[src/rtl/rv32_control_unit_pkg.sv]
// Shared types and encodings for the RV32IM decode-stage control unit.
// Holds the control enums, RV32 opcode/funct3 constants and the NOP control bundle.
package rv32_control_unit_pkg;

    typedef enum logic {PC_PLUS_IMM, ALU_RESULT} PCTargetSrc_t;

    typedef enum logic [1:0] {RESULT_ALU, RESULT_MEM, RESULT_PC4, RESULT_CSR} ResultSrc_t;

    typedef enum logic [4:0] {
        ALU_ADD, ALU_SUB, ALU_SLL, ALU_SLT, ALU_SLTU, ALU_XOR, ALU_SRL, ALU_SRA,
        ALU_OR, ALU_AND,
        ALU_MUL, ALU_MULH, ALU_MULHSU, ALU_MULHU, ALU_DIV, ALU_DIVU, ALU_REM, ALU_REMU,
        ALU_BEQ, ALU_BNE, ALU_BLT, ALU_BGE, ALU_BLTU, ALU_BGEU
    } AluControl_t;

    typedef enum logic [1:0] {SRCA_RS1, SRCA_PC, SRCA_ZERO} AluSrcA_t;
    typedef enum logic {SRCB_RS2, SRCB_IMM} AluSrcB_t;
    typedef enum logic [2:0] {IMM_I, IMM_S, IMM_B, IMM_U, IMM_J} ImmSrc_t;
    typedef enum logic [1:0] {STORE_SB, STORE_SH, STORE_SW} StoreOp_t;
    typedef enum logic [2:0] {LOAD_LB, LOAD_LH, LOAD_LW, LOAD_LBU, LOAD_LHU} LoadOp_t;
    typedef enum logic [2:0] {
        CSR_NONE, CSR_RW, CSR_RS, CSR_RC, CSR_RWI, CSR_RSI, CSR_RCI
    } CsrOp_t;

    localparam logic [6:0] OPC_BUBBLE = 7'b0000000;
    localparam logic [6:0] OPC_LOAD   = 7'b0000011;
    localparam logic [6:0] OPC_FENCE  = 7'b0001111;
    localparam logic [6:0] OPC_OPIMM  = 7'b0010011;
    localparam logic [6:0] OPC_AUIPC  = 7'b0010111;
    localparam logic [6:0] OPC_STORE  = 7'b0100011;
    localparam logic [6:0] OPC_OP     = 7'b0110011;
    localparam logic [6:0] OPC_LUI    = 7'b0110111;
    localparam logic [6:0] OPC_BRANCH = 7'b1100011;
    localparam logic [6:0] OPC_JALR   = 7'b1100111;
    localparam logic [6:0] OPC_JAL    = 7'b1101111;
    localparam logic [6:0] OPC_SYSTEM = 7'b1110011;

    // funct3 for OP / OP-IMM (also the M-extension slot order)
    localparam logic [2:0] F3_ADD  = 3'b000;
    localparam logic [2:0] F3_SLL  = 3'b001;
    localparam logic [2:0] F3_SLT  = 3'b010;
    localparam logic [2:0] F3_SLTU = 3'b011;
    localparam logic [2:0] F3_XOR  = 3'b100;
    localparam logic [2:0] F3_SR   = 3'b101;
    localparam logic [2:0] F3_OR   = 3'b110;
    localparam logic [2:0] F3_AND  = 3'b111;

    localparam logic [2:0] F3_BEQ  = 3'b000;
    localparam logic [2:0] F3_BNE  = 3'b001;
    localparam logic [2:0] F3_BLT  = 3'b100;
    localparam logic [2:0] F3_BGE  = 3'b101;
    localparam logic [2:0] F3_BLTU = 3'b110;
    localparam logic [2:0] F3_BGEU = 3'b111;

    localparam logic [2:0] F3_LB   = 3'b000;
    localparam logic [2:0] F3_LH   = 3'b001;
    localparam logic [2:0] F3_LW   = 3'b010;
    localparam logic [2:0] F3_LBU  = 3'b100;
    localparam logic [2:0] F3_LHU  = 3'b101;

    localparam logic [2:0] F3_SB   = 3'b000;
    localparam logic [2:0] F3_SH   = 3'b001;
    localparam logic [2:0] F3_SW   = 3'b010;

    localparam logic [2:0] F3_JALR = 3'b000;

    localparam logic [2:0] F3_PRIV   = 3'b000;
    localparam logic [2:0] F3_CSRRW  = 3'b001;
    localparam logic [2:0] F3_CSRRS  = 3'b010;
    localparam logic [2:0] F3_CSRRC  = 3'b011;
    localparam logic [2:0] F3_CSRRWI = 3'b101;
    localparam logic [2:0] F3_CSRRSI = 3'b110;
    localparam logic [2:0] F3_CSRRCI = 3'b111;

    typedef struct packed {
        PCTargetSrc_t pctarget;
        ResultSrc_t   result;
        logic         memwrite;
        logic         jump;
        logic         branch;
        logic         regwrite;
        AluSrcA_t     srca;
        AluSrcB_t     srcb;
        ImmSrc_t      immsrc;
        StoreOp_t     storeop;
        LoadOp_t      loadop;
        CsrOp_t       csrop;
    } ctrl_t;

    localparam ctrl_t CTRL_NOP = '{
        pctarget: PC_PLUS_IMM, result: RESULT_ALU,
        memwrite: 1'b0, jump: 1'b0, branch: 1'b0, regwrite: 1'b0,
        srca: SRCA_RS1, srcb: SRCB_IMM, immsrc: IMM_I,
        storeop: STORE_SW, loadop: LOAD_LW, csrop: CSR_NONE
    };

endpackage

[src/rtl/rv32_control_unit_alu_decoder.sv]
// ALU operation decoder: opcode/funct fields -> AluControlD.
// Returns ADD for anything that is not OP, OP-IMM or BRANCH.
module rv32_control_unit_alu_decoder
    import rv32_control_unit_pkg::*;
#(
    parameter bit HAS_M = 1'b1
) (
    input  logic [6:0]  opD,
    input  logic [2:0]  funct3D,
    input  logic        funct7b5D,
    input  logic        funct7b1D,
    input  logic        immb10D,
    output AluControl_t AluControlD
);

    always_comb begin
        AluControlD = ALU_ADD;
        case (opD)
            OPC_OPIMM: begin
                // funct7b5 is ignored here: there is no SUBI
                case (funct3D)
                    F3_ADD:  AluControlD = ALU_ADD;
                    F3_SLL:  AluControlD = ALU_SLL;
                    F3_SLT:  AluControlD = ALU_SLT;
                    F3_SLTU: AluControlD = ALU_SLTU;
                    F3_XOR:  AluControlD = ALU_XOR;
                    F3_SR:   AluControlD = immb10D ? ALU_SRA : ALU_SRL;
                    F3_OR:   AluControlD = ALU_OR;
                    F3_AND:  AluControlD = ALU_AND;
                    default: AluControlD = ALU_ADD;
                endcase
            end
            OPC_OP: begin
                if (funct7b1D && HAS_M) begin
                    case (funct3D)
                        F3_ADD:  AluControlD = ALU_MUL;
                        F3_SLL:  AluControlD = ALU_MULH;
                        F3_SLT:  AluControlD = ALU_MULHSU;
                        F3_SLTU: AluControlD = ALU_MULHU;
                        F3_XOR:  AluControlD = ALU_DIV;
                        F3_SR:   AluControlD = ALU_DIVU;
                        F3_OR:   AluControlD = ALU_REM;
                        F3_AND:  AluControlD = ALU_REMU;
                        default: AluControlD = ALU_ADD;
                    endcase
                end else begin
                    case (funct3D)
                        F3_ADD:  AluControlD = funct7b5D ? ALU_SUB : ALU_ADD;
                        F3_SLL:  AluControlD = ALU_SLL;
                        F3_SLT:  AluControlD = ALU_SLT;
                        F3_SLTU: AluControlD = ALU_SLTU;
                        F3_XOR:  AluControlD = ALU_XOR;
                        F3_SR:   AluControlD = funct7b5D ? ALU_SRA : ALU_SRL;
                        F3_OR:   AluControlD = ALU_OR;
                        F3_AND:  AluControlD = ALU_AND;
                        default: AluControlD = ALU_ADD;
                    endcase
                end
            end
            OPC_BRANCH: begin
                case (funct3D)
                    F3_BEQ:  AluControlD = ALU_BEQ;
                    F3_BNE:  AluControlD = ALU_BNE;
                    F3_BLT:  AluControlD = ALU_BLT;
                    F3_BGE:  AluControlD = ALU_BGE;
                    F3_BLTU: AluControlD = ALU_BLTU;
                    F3_BGEU: AluControlD = ALU_BGEU;
                    default: AluControlD = ALU_ADD;
                endcase
            end
            default: AluControlD = ALU_ADD;
        endcase
    end

endmodule

[src/rtl/rv32_control_unit.sv]
// Decode-stage main decoder of the RV32IM pipeline: InstrD fields -> control bundle.
// Purely combinational apart from the sticky illegal-instruction debug flag.
module rv32_control_unit
    import rv32_control_unit_pkg::*;
#(
    parameter bit HAS_M = 1'b1
) (
    input  logic         clk,
    input  logic         resetn,
    input  logic [6:0]   opD,
    input  logic [2:0]   funct3D,
    input  logic         funct7b5D,
    input  logic         funct7b1D,
    input  logic         immb10D,
    output PCTargetSrc_t PCTargetSrcD,
    output ResultSrc_t   ResultSrcD,
    output logic         MemWriteD,
    output logic         JumpD,
    output logic         BranchD,
    output logic         RegWriteD,
    output logic         CsrInstrIncD,
    output AluControl_t  AluControlD,
    output AluSrcA_t     AluSrcAD,
    output AluSrcB_t     AluSrcBD,
    output ImmSrc_t      ImmSrcD,
    output StoreOp_t     StoreOpD,
    output LoadOp_t      LoadOpD,
    output CsrOp_t       CsrOpD,
    output logic         illegal_o,
    output logic         illegal_seen
);

    AluControl_t alu_dec;
    ctrl_t       ctrl;
    logic        illegal;
    logic        bubble;

    rv32_control_unit_alu_decoder #(
        .HAS_M(HAS_M)
    ) u_alu_dec (
        .opD        (opD),
        .funct3D    (funct3D),
        .funct7b5D  (funct7b5D),
        .funct7b1D  (funct7b1D),
        .immb10D    (immb10D),
        .AluControlD(alu_dec)
    );

    always_comb begin
        ctrl    = CTRL_NOP;
        illegal = 1'b0;
        case (opD)
            OPC_LUI: begin
                ctrl.srca     = SRCA_ZERO;
                ctrl.immsrc   = IMM_U;
                ctrl.regwrite = 1'b1;
            end
            OPC_AUIPC: begin
                ctrl.srca     = SRCA_PC;
                ctrl.immsrc   = IMM_U;
                ctrl.regwrite = 1'b1;
            end
            OPC_JAL: begin
                ctrl.immsrc   = IMM_J;
                ctrl.jump     = 1'b1;
                ctrl.result   = RESULT_PC4;
                ctrl.regwrite = 1'b1;
            end
            OPC_JALR: begin
                ctrl.jump     = 1'b1;
                ctrl.pctarget = ALU_RESULT;
                ctrl.result   = RESULT_PC4;
                ctrl.regwrite = 1'b1;
                illegal       = (funct3D != F3_JALR);
            end
            OPC_BRANCH: begin
                ctrl.immsrc = IMM_B;
                ctrl.srcb   = SRCB_RS2;
                ctrl.branch = 1'b1;
                case (funct3D)
                    F3_BEQ, F3_BNE, F3_BLT, F3_BGE, F3_BLTU, F3_BGEU: illegal = 1'b0;
                    default: illegal = 1'b1;
                endcase
            end
            OPC_LOAD: begin
                ctrl.result   = RESULT_MEM;
                ctrl.regwrite = 1'b1;
                case (funct3D)
                    F3_LB:   ctrl.loadop = LOAD_LB;
                    F3_LH:   ctrl.loadop = LOAD_LH;
                    F3_LW:   ctrl.loadop = LOAD_LW;
                    F3_LBU:  ctrl.loadop = LOAD_LBU;
                    F3_LHU:  ctrl.loadop = LOAD_LHU;
                    default: illegal     = 1'b1;
                endcase
            end
            OPC_STORE: begin
                ctrl.immsrc   = IMM_S;
                ctrl.memwrite = 1'b1;
                case (funct3D)
                    F3_SB:   ctrl.storeop = STORE_SB;
                    F3_SH:   ctrl.storeop = STORE_SH;
                    F3_SW:   ctrl.storeop = STORE_SW;
                    default: illegal      = 1'b1;
                endcase
            end
            OPC_OPIMM: ctrl.regwrite = 1'b1;
            OPC_OP: begin
                ctrl.srcb     = SRCB_RS2;
                ctrl.regwrite = 1'b1;
                illegal       = funct7b1D && !HAS_M;
            end
            OPC_SYSTEM: begin
                case (funct3D)
                    F3_PRIV:   ctrl.csrop = CSR_NONE;
                    F3_CSRRW:  ctrl.csrop = CSR_RW;
                    F3_CSRRS:  ctrl.csrop = CSR_RS;
                    F3_CSRRC:  ctrl.csrop = CSR_RC;
                    F3_CSRRWI: ctrl.csrop = CSR_RWI;
                    F3_CSRRSI: ctrl.csrop = CSR_RSI;
                    F3_CSRRCI: ctrl.csrop = CSR_RCI;
                    default:   illegal    = 1'b1;
                endcase
                // ECALL/EBREAK keep the NOP bundle; CSR ops write rd from the CSR path
                if (ctrl.csrop != CSR_NONE) begin
                    ctrl.result   = RESULT_CSR;
                    ctrl.regwrite = 1'b1;
                end
            end
            OPC_FENCE, OPC_BUBBLE: ctrl = CTRL_NOP;
            default: illegal = 1'b1;
        endcase
        if (illegal) begin
            ctrl = CTRL_NOP;
        end
    end

    assign bubble = (opD == OPC_BUBBLE);

    // Enables are gated by reset; the data-path selects pass through unchanged
    assign RegWriteD    = ctrl.regwrite & ~resetn;
    assign MemWriteD    = ctrl.memwrite & ~resetn;
    assign JumpD        = ctrl.jump & ~resetn;
    assign BranchD      = ctrl.branch & ~resetn;
    assign CsrInstrIncD = ~illegal & ~bubble & ~resetn;

    assign PCTargetSrcD = ctrl.pctarget;
    assign ResultSrcD   = ctrl.result;
    assign AluSrcAD     = ctrl.srca;
    assign AluSrcBD     = ctrl.srcb;
    assign ImmSrcD      = ctrl.immsrc;
    assign StoreOpD     = ctrl.storeop;
    assign LoadOpD      = ctrl.loadop;
    assign CsrOpD       = ctrl.csrop;
    assign AluControlD  = illegal ? ALU_ADD : alu_dec;
    assign illegal_o    = illegal;

    always_ff @(posedge clk) begin
        if (resetn) begin
            illegal_seen <= 1'b0;
        end else if (illegal_o) begin
            illegal_seen <= 1'b1;
        end
    end

endmodule

[config.mk]
export PLATFORM = sky130hd
export DESIGN_NAME = rv32_control_unit
export DESIGN_NICKNAME = d
export VERILOG_FILES = /design/src/rtl/rv32_control_unit_pkg.sv /design/src/rtl/rv32_control_unit_alu_decoder.sv /design/src/rtl/rv32_control_unit.sv
export SDC_FILE = /design/constraint.sdc
export NUM_CORES = 1
export LEC_CHECK = 0
export ABC_AREA = 1
export CAP_MARGIN = 40
export CORE_MARGIN = 3
export CORE_UTILIZATION = 39
export CTS_CLUSTER_DIAMETER = 120
export DETAILED_ROUTE_END_ITERATION = 10
export HOLD_SLACK_MARGIN = 0.05
export PLACE_DENSITY = 0.93
export RECOVER_POWER = 100
export SLEW_MARGIN = 5
export SYNTH_ARGS = -nofsm -noshare
export SYNTH_HDL_FRONTEND = slang
export SYNTH_SLANG_ARGS = --single-unit
[constraint.sdc]
create_clock -name clk -period 1.4 [get_ports clk]
set_input_delay 0.21 -clock clk [delete_from_list [all_inputs] [get_ports clk]]
set_output_delay 0.21 -clock clk [all_outputs]
set_load 0.03 [all_outputs]
==> results of run 1 <==
## cell families after synthesis
| group | share of synthesized area |
|---|---|
| flip-flops | 0.0254 |
| AND/OR/NAND/NOR | 0.698 |
| adder cells (fa/ha/maj) | 0.0317 |
| buffers and inverters | 0.143 |
| AO/OA/AOI/OAI | 0.102 |
## stage by stage
step / instances / setup WS, ns
detailed placement: 254 / -0.894
global placement: 254 / -0.802
floorplan: 142 / -0.0722
==> impl_results.html, run 1 <==
<table>
<tr><th>Metric</th><th>Value</th></tr>
<tr><th colspan="2">Status</th></tr>
<tr><td>Run status</td><td>aborted with a tool error</td></tr>
<tr><td>Stage where the flow stopped</td><td>clock tree synthesis</td></tr>
<tr><td>Error message</td><td>[ERROR DPL-0038] Utilization greater than 100%, impossible to legalize</td></tr>
<tr><th colspan="2">Synthesis</th></tr>
<tr><td>Mean instance size in the synthesized netlist</td><td>5.55 sq um</td></tr>
<tr><td>Top cell types by occurrence after synthesis</td><td>33 x nand2_1, 22 x nor2_1, 21 x inv_1</td></tr>
<tr><td>Cells taking the most area after synthesis</td><td>nand2_1 16%, nor2_1 10%, inv_1 10%</td></tr>
<tr><td>Area leader, netlist</td><td>nand2_1</td></tr>
<tr><td>Count of state elements after synthesis</td><td>1</td></tr>
<tr><td>Leading cell type by number of instances after synthesis</td><td>nand2_1</td></tr>
<tr><td>Number of warning messages in the yosys log</td><td>0</td></tr>
<tr><td>Post-Synthesis Cells</td><td>142</td></tr>
<tr><td>Sequential fraction of the synthesis area</td><td>0.0254</td></tr>
<tr><td>Unique cell type count in the Yosys netlist</td><td>23</td></tr>
<tr><td>Area share of the largest cell type after synthesis</td><td>0.157</td></tr>
<tr><td>Share of async-settable or async-resettable flops after synthesis</td><td>0</td></tr>
<tr><td>Net count after synthesis</td><td>159</td></tr>
<tr><td>Netlist Area Pre-Place</td><td>788 sq um</td></tr>
<tr><td>Number of synthesized flops with an enable pin</td><td>0</td></tr>
<tr><td>Most instantiated flip-flop cell in the synthesis netlist</td><td>dfxtp_1</td></tr>
<tr><th colspan="2">Clock network</th></tr>
<tr><td>Setup repair bufs after CTS</td><td>18</td></tr>
<tr><td>Count of cells resized by post-cts repair</td><td>146</td></tr>
<tr><td>Hold_buf cts</td><td>0</td></tr>
<tr><th colspan="2">Die</th></tr>
<tr><td>Std-Cell Rows</td><td>15</td></tr>
<tr><td>Boundary Pins</td><td>44</td></tr>
<tr><td>Overall die height</td><td>51.0 um</td></tr>
<tr><td>Die span in x</td><td>51.0 um</td></tr>
<tr><td>Initial Utilization</td><td>0.433</td></tr>
<tr><th colspan="2">Placed design</th></tr>
<tr><td>Detailed placement HPWL</td><td>3160 um</td></tr>
<tr><td>Routability congestion estimate</td><td>0.947</td></tr>
<tr><td>Input/output buffers</td><td>43</td></tr>
<tr><td>Area after DPL</td><td>1620 sq um</td></tr>
</table>
==> run 2: changes to the inputs <==
--- a/config.mk
+++ b/config.mk
@@ -7,12 +7,10 @@
 export LEC_CHECK = 0
 export ABC_AREA = 1
 export CAP_MARGIN = 40
-export CORE_MARGIN = 3
-export CORE_UTILIZATION = 39
-export CTS_CLUSTER_DIAMETER = 120
+export CORE_AREA = 3 3 64 66
 export DETAILED_ROUTE_END_ITERATION = 10
-export HOLD_SLACK_MARGIN = 0.05
-export PLACE_DENSITY = 0.93
+export DIE_AREA = 0 0 67 69
+export PLACE_DENSITY_LB_ADDON = 0.15
 export RECOVER_POWER = 100
 export SLEW_MARGIN = 5
 export SYNTH_ARGS = -nofsm -noshare
==> run 2 against run 1 <==
  * The flow now finishes, with violations (setup timing)
  * Synthesized area unchanged
  * Synthesized cell count is the same
==> impl_results.html, run 2 <==
<table>
<tr><th>Metric</th><th>Value</th></tr>
<tr><th colspan="2">Placed design</th></tr>
<tr><td>Input/output buffers</td><td>43 (unchanged)</td></tr>
<tr><td>Detailed placement HPWL</td><td>2480 um (was 3160 um)</td></tr>
<tr><td>Setup Slack @ Placement</td><td>-0.811 ns (was -0.894 ns)</td></tr>
<tr><td>Routability congestion estimate</td><td>0.830 (was 0.947)</td></tr>
<tr><th colspan="2">Synthesis</th></tr>
<tr><td>Post-Synthesis Cells</td><td>142 (unchanged)</td></tr>
<tr><td>Net count after synthesis</td><td>159 (unchanged)</td></tr>
<tr><td>Post-Synth Simple-Gate Area</td><td>0.698 (unchanged)</td></tr>
<tr><td>Count of state elements after synthesis</td><td>1 (unchanged)</td></tr>
<tr><td>Number of synthesized flops with an enable pin</td><td>0 (unchanged)</td></tr>
<tr><td>Combinational family with the most area after synthesis</td><td>simple AND/OR/NAND/NOR gates (unchanged)</td></tr>
<tr><td>Top cell types by occurrence after synthesis</td><td>33 x nand2_1, 22 x nor2_1, 21 x inv_1 (unchanged)</td></tr>
<tr><td>Number of warning messages in the yosys log</td><td>0 (unchanged)</td></tr>
<tr><td>Xor-xnor portion of the synthesized cell area</td><td>0 (unchanged)</td></tr>
<tr><td>Area share of the largest cell type after synthesis</td><td>0.157 (unchanged)</td></tr>
<tr><td>Leading cell type by number of instances after synthesis</td><td>nand2_1 (unchanged)</td></tr>
<tr><td>Netlist Area Pre-Place</td><td>788 sq um (unchanged)</td></tr>
<tr><td>Unique cell type count in the Yosys netlist</td><td>23 (unchanged)</td></tr>
<tr><td>Compound-gate portion of the synthesized area</td><td>0.102 (unchanged)</td></tr>
<tr><td>Most instantiated flip-flop cell in the synthesis netlist</td><td>dfxtp_1 (unchanged)</td></tr>
<tr><td>Adder and majority cell fraction of the synthesized area</td><td>0.0317 (unchanged)</td></tr>
<tr><td>Area leader, netlist</td><td>nand2_1 (unchanged)</td></tr>
<tr><td>Mux share of post-synthesis cell area</td><td>0 (unchanged)</td></tr>
<tr><td>Cells taking the most area after synthesis</td><td>nand2_1 16%, nor2_1 10%, inv_1 10% (unchanged)</td></tr>
<tr><td>Share of async-settable or async-resettable flops after synthesis</td><td>0 (unchanged)</td></tr>
<tr><td>Sequential fraction of the synthesis area</td><td>0.0254 (unchanged)</td></tr>
<tr><td>Mean instance size in the synthesized netlist</td><td>5.55 sq um (unchanged)</td></tr>
<tr><th colspan="2">Status</th></tr>
<tr><td>Run status</td><td>finished with violations (was aborted with a tool error)</td></tr>
<tr><td>Failing checks</td><td>setup timing</td></tr>
<tr><th colspan="2">Flow run</th></tr>
<tr><td>Max Cap Violations</td><td>0</td></tr>
<tr><th colspan="2">Final layout</th></tr>
<tr><td>Ant diodes</td><td>0</td></tr>
<tr><td>Commonest cells after routing, fill and taps aside</td><td>52 x buf_4, 34 x buf_6, 19 x nand2_1</td></tr>
<tr><td>Largest register FFs</td><td>1</td></tr>
<tr><td>Area added between synthesis and finish</td><td>166%</td></tr>
<tr><td>Ratio of cells with drive above 1 in the final layout</td><td>0.695</td></tr>
<tr><td>Register with the highest flop count</td><td>illegal_seen</td></tr>
<tr><td>Leading registers by flop count</td><td>illegal_seen x1</td></tr>
<tr><td>Commonest non-fill, non-tap cell in the layout</td><td>buf_4</td></tr>
<tr><td>Nets</td><td>262</td></tr>
<tr><th colspan="2">Clock network</th></tr>
<tr><td>Clock latency of the later-clocked register in the worst-skew pair</td><td>0 ns</td></tr>
<tr><td>Clock slew seen by the registers of the worst setup and hold paths</td><td>0 ns</td></tr>
<tr><th colspan="2">Timing</th></tr>
<tr><td>Actual slew at the worst max-slew pin</td><td>0.678 ns</td></tr>
<tr><td>Final setup violation count</td><td>27</td></tr>
<tr><td>Unrepaired setup endpoints after global routing</td><td>yes</td></tr>
<tr><td>Worst max-slew margin expressed relative to the limit</td><td>0.543</td></tr>
<tr><td>Max Freq</td><td>0.591 GHz</td></tr>
<tr><td>Final setup margin</td><td>-0.293 ns</td></tr>
<tr><td>Shortest clock period the worst path allows after layout</td><td>1.69 ns</td></tr>
<tr><td>Final worst path period share</td><td>1.21</td></tr>
<tr><td>Number of pins exceeding their max-slew limit in the final report</td><td>0</td></tr>
<tr><td>Final hold vios</td><td>0</td></tr>
<tr><td>Setup clock skew after layout</td><td>0 ns</td></tr>
<tr><th colspan="2">Global route</th></tr>
<tr><td>Met1 track utilization from global routing</td><td>0.183</td></tr>
<tr><td>Total routing resource utilization after global routing</td><td>0.140</td></tr>
<tr><td>Overflow left after global routing</td><td>0</td></tr>
<tr><td>Number of antenna violations at the first check in global routing</td><td>0</td></tr>
<tr><td>GRT met2 Usage</td><td>0.264</td></tr>
<tr><td>First-pass GRT wire length</td><td>5460 um</td></tr>
<tr><td>Pin count of the biggest net entering global routing</td><td>9</td></tr>
<tr><td>Most Used Layer, Global Route</td><td>met2</td></tr>
<tr><td>Met3 routing resource usage after global routing</td><td>0.00326</td></tr>
<tr><td>Number of global-route vias before repair</td><td>1246</td></tr>
<tr><th colspan="2">Detailed routing</th></tr>
<tr><td>Detailed-route vias per instance</td><td>4.39</td></tr>
<tr><td>Residual DRC count</td><td>0</td></tr>
<tr><td>Via total after detailed routing</td><td>1277</td></tr>
<tr><td>Detailed-routing iteration count for the pre-antenna-repair pass</td><td>4</td></tr>
<tr><td>Antenna Violating Nets Remaining</td><td>0</td></tr>
<tr><td>Total Routed Length</td><td>3220 um</td></tr>
<tr><td>Number of design-rule violations left by the first detailed-router iteration</td><td>43</td></tr>
<tr><td>Wire per inst</td><td>11.1 um</td></tr>
<tr><th colspan="2">Power</th></tr>
<tr><td>Switching power as a share of total power</td><td>0.474</td></tr>
<tr><td>Register share of total power</td><td>0.082</td></tr>
<tr><td>Pwr dens</td><td>186 nW/um^2</td></tr>
<tr><td>Total power consumption of the routed design</td><td>0.390 mW</td></tr>
<tr><td>Leakage</td><td>1.04 nW</td></tr>
<tr><td>Proportion of power drawn by the clock network</td><td>0</td></tr>
<tr><td>Worst-case vdd ir drop</td><td>158 uV</td></tr>
<tr><td>Part of the power in combinational logic</td><td>0.918</td></tr>
<tr><td>P_sw</td><td>0.185 mW</td></tr>
<tr><td>P_int</td><td>0.205 mW</td></tr>
<tr><th colspan="2">Setup path</th></tr>
<tr><td>Slowest-stage cell, CP</td><td>buf_4</td></tr>
<tr><td>Critical path peak fanout</td><td>4</td></tr>
<tr><td>Classification of the worst setup path</td><td>in2out</td></tr>
<tr><td>Req. time, crit path</td><td>1.19 ns</td></tr>
<tr><td>Sort of element at the end of the critical path</td><td>output port</td></tr>
<tr><td>Setup crit start</td><td>opD[3]</td></tr>
<tr><td>Launch point of the worst reg-to-reg path</td><td>illegal_seen</td></tr>
<tr><td>Worst Path Arrival</td><td>1.48 ns</td></tr>
<tr><td>Startpoint class of the critical path</td><td>input port</td></tr>
<tr><td>Sequence of cells on the critical path</td><td>buf_8, inv_8, nand2_8, nor2_4, nand2_2, buf_4, nor2_4, buf_6, nand2_4, inv_2, nand2_1, o211ai_1, buf_4</td></tr>
<tr><td>Max stage delay on crit path</td><td>0.19 ns</td></tr>
<tr><th colspan="2">Worst hold path</th></tr>
<tr><td>Class of the tightest hold or removal check</td><td>reg2reg</td></tr>
<tr><td>Launch point of the worst hold path</td><td>illegal_seen</td></tr>
<tr><th colspan="2">Die</th></tr>
<tr><td>Boundary Pins</td><td>44 (unchanged)</td></tr>
<tr><td>Core region area</td><td>3630 sq um</td></tr>
<tr><td>Die span in x</td><td>67 um (was 51.0 um)</td></tr>
<tr><td>Overall die height</td><td>69 um (was 51.0 um)</td></tr>
<tr><td>Std-Cell Rows</td><td>22 (was 15)</td></tr>
<tr><td>Initial Utilization</td><td>0.217 (was 0.433)</td></tr>
<tr><td>Die area</td><td>4620 sq um</td></tr>
</table>
-- run 2: cell counts after synthesis --
Identical to the previous run, type by type.
-- run 2: path summary, 6_finish.rpt --
| kind | end | slack [ns] | cells past startpoint |
|---|---|---|---|
| worst max-delay path | AluControlD[2] | -0.29 | 13 |
| worst min-delay path | illegal_seen | 0.54 | 4 |
| worst max register to register | illegal_seen | 0.79 | 4 |
| worst min register to register | illegal_seen | 0.54 | 4 |
-- run 2: kinds of logic after synthesis --
logic type,count (synthesis)
simple gates,99
buf+inv,26
compound gates,14
fa+ha+maj,2
flops,1
-- run 2: layout make-up --
type	instances	area (sq um)
multi-input combinational	115	936
inverter	24	113
tap	48	60.1
fill	350	1530
timing repair buffer	103	971
sequential	1	20.0
-- run 2: repair_timing --
item,4_1_cts,5_1_grt
setup buffers,11,5
endpoints found under the setup margin,29,29
endpoints found under the hold margin,0,0
gates resized for setup,106,51
cloned,0,0
pin swaps,27,27
hold buffers,0,0
-- run 2: critical path, delay by kind of cell --
family	cells	cell delay, ns
buffers and inverters	6	0.66
and+or+nand+nor	6	0.52
AOI/OAI and AO/OA	1	0.08
-- run 2: power by group through the flow --
stage,registers [mW],clock network (mW),logic (mW)
floorplan,0.0360,0,0.129
global placement,0.0320,0,0.285
detailed placement,0.0322,0,0.286
CTS,0.0322,0,0.330
global route,0.0323,0,0.388
finish,0.0320,0,0.358
-- run 2: stage by stage --
| stage | hold slack [ns] | TNS [ns] | cells | util | cell area (sq um) |
|---|---|---|---|---|---|
| 2_1_floorplan | 0.396 | -0.478 | 142 | - | 898 |
| 3_3_place_gp | 0.529 | -18.06 | 277 | 0.453 | 1650 |
| 3_5_place_dp | 0.555 | -18.93 | 277 | 0.453 | 1650 |
| 4_1_cts | 0.557 | -6.44 | 288 | 0.537 | 1950 |
| 5_1_grt | 0.591 | -7.54 | 291 | 0.578 | 2100 |
| 6_report | 0.540 | -5.53 | 291 | 0.578 | 2100 |
-- run 2: layer usage --
layer	wire [um]	up-vias
li1	-	657
met1	1290	591
met2	1800	29
met3	121	0
met4	0	0
met5	0	-
(Power assumes the default switching activity.)
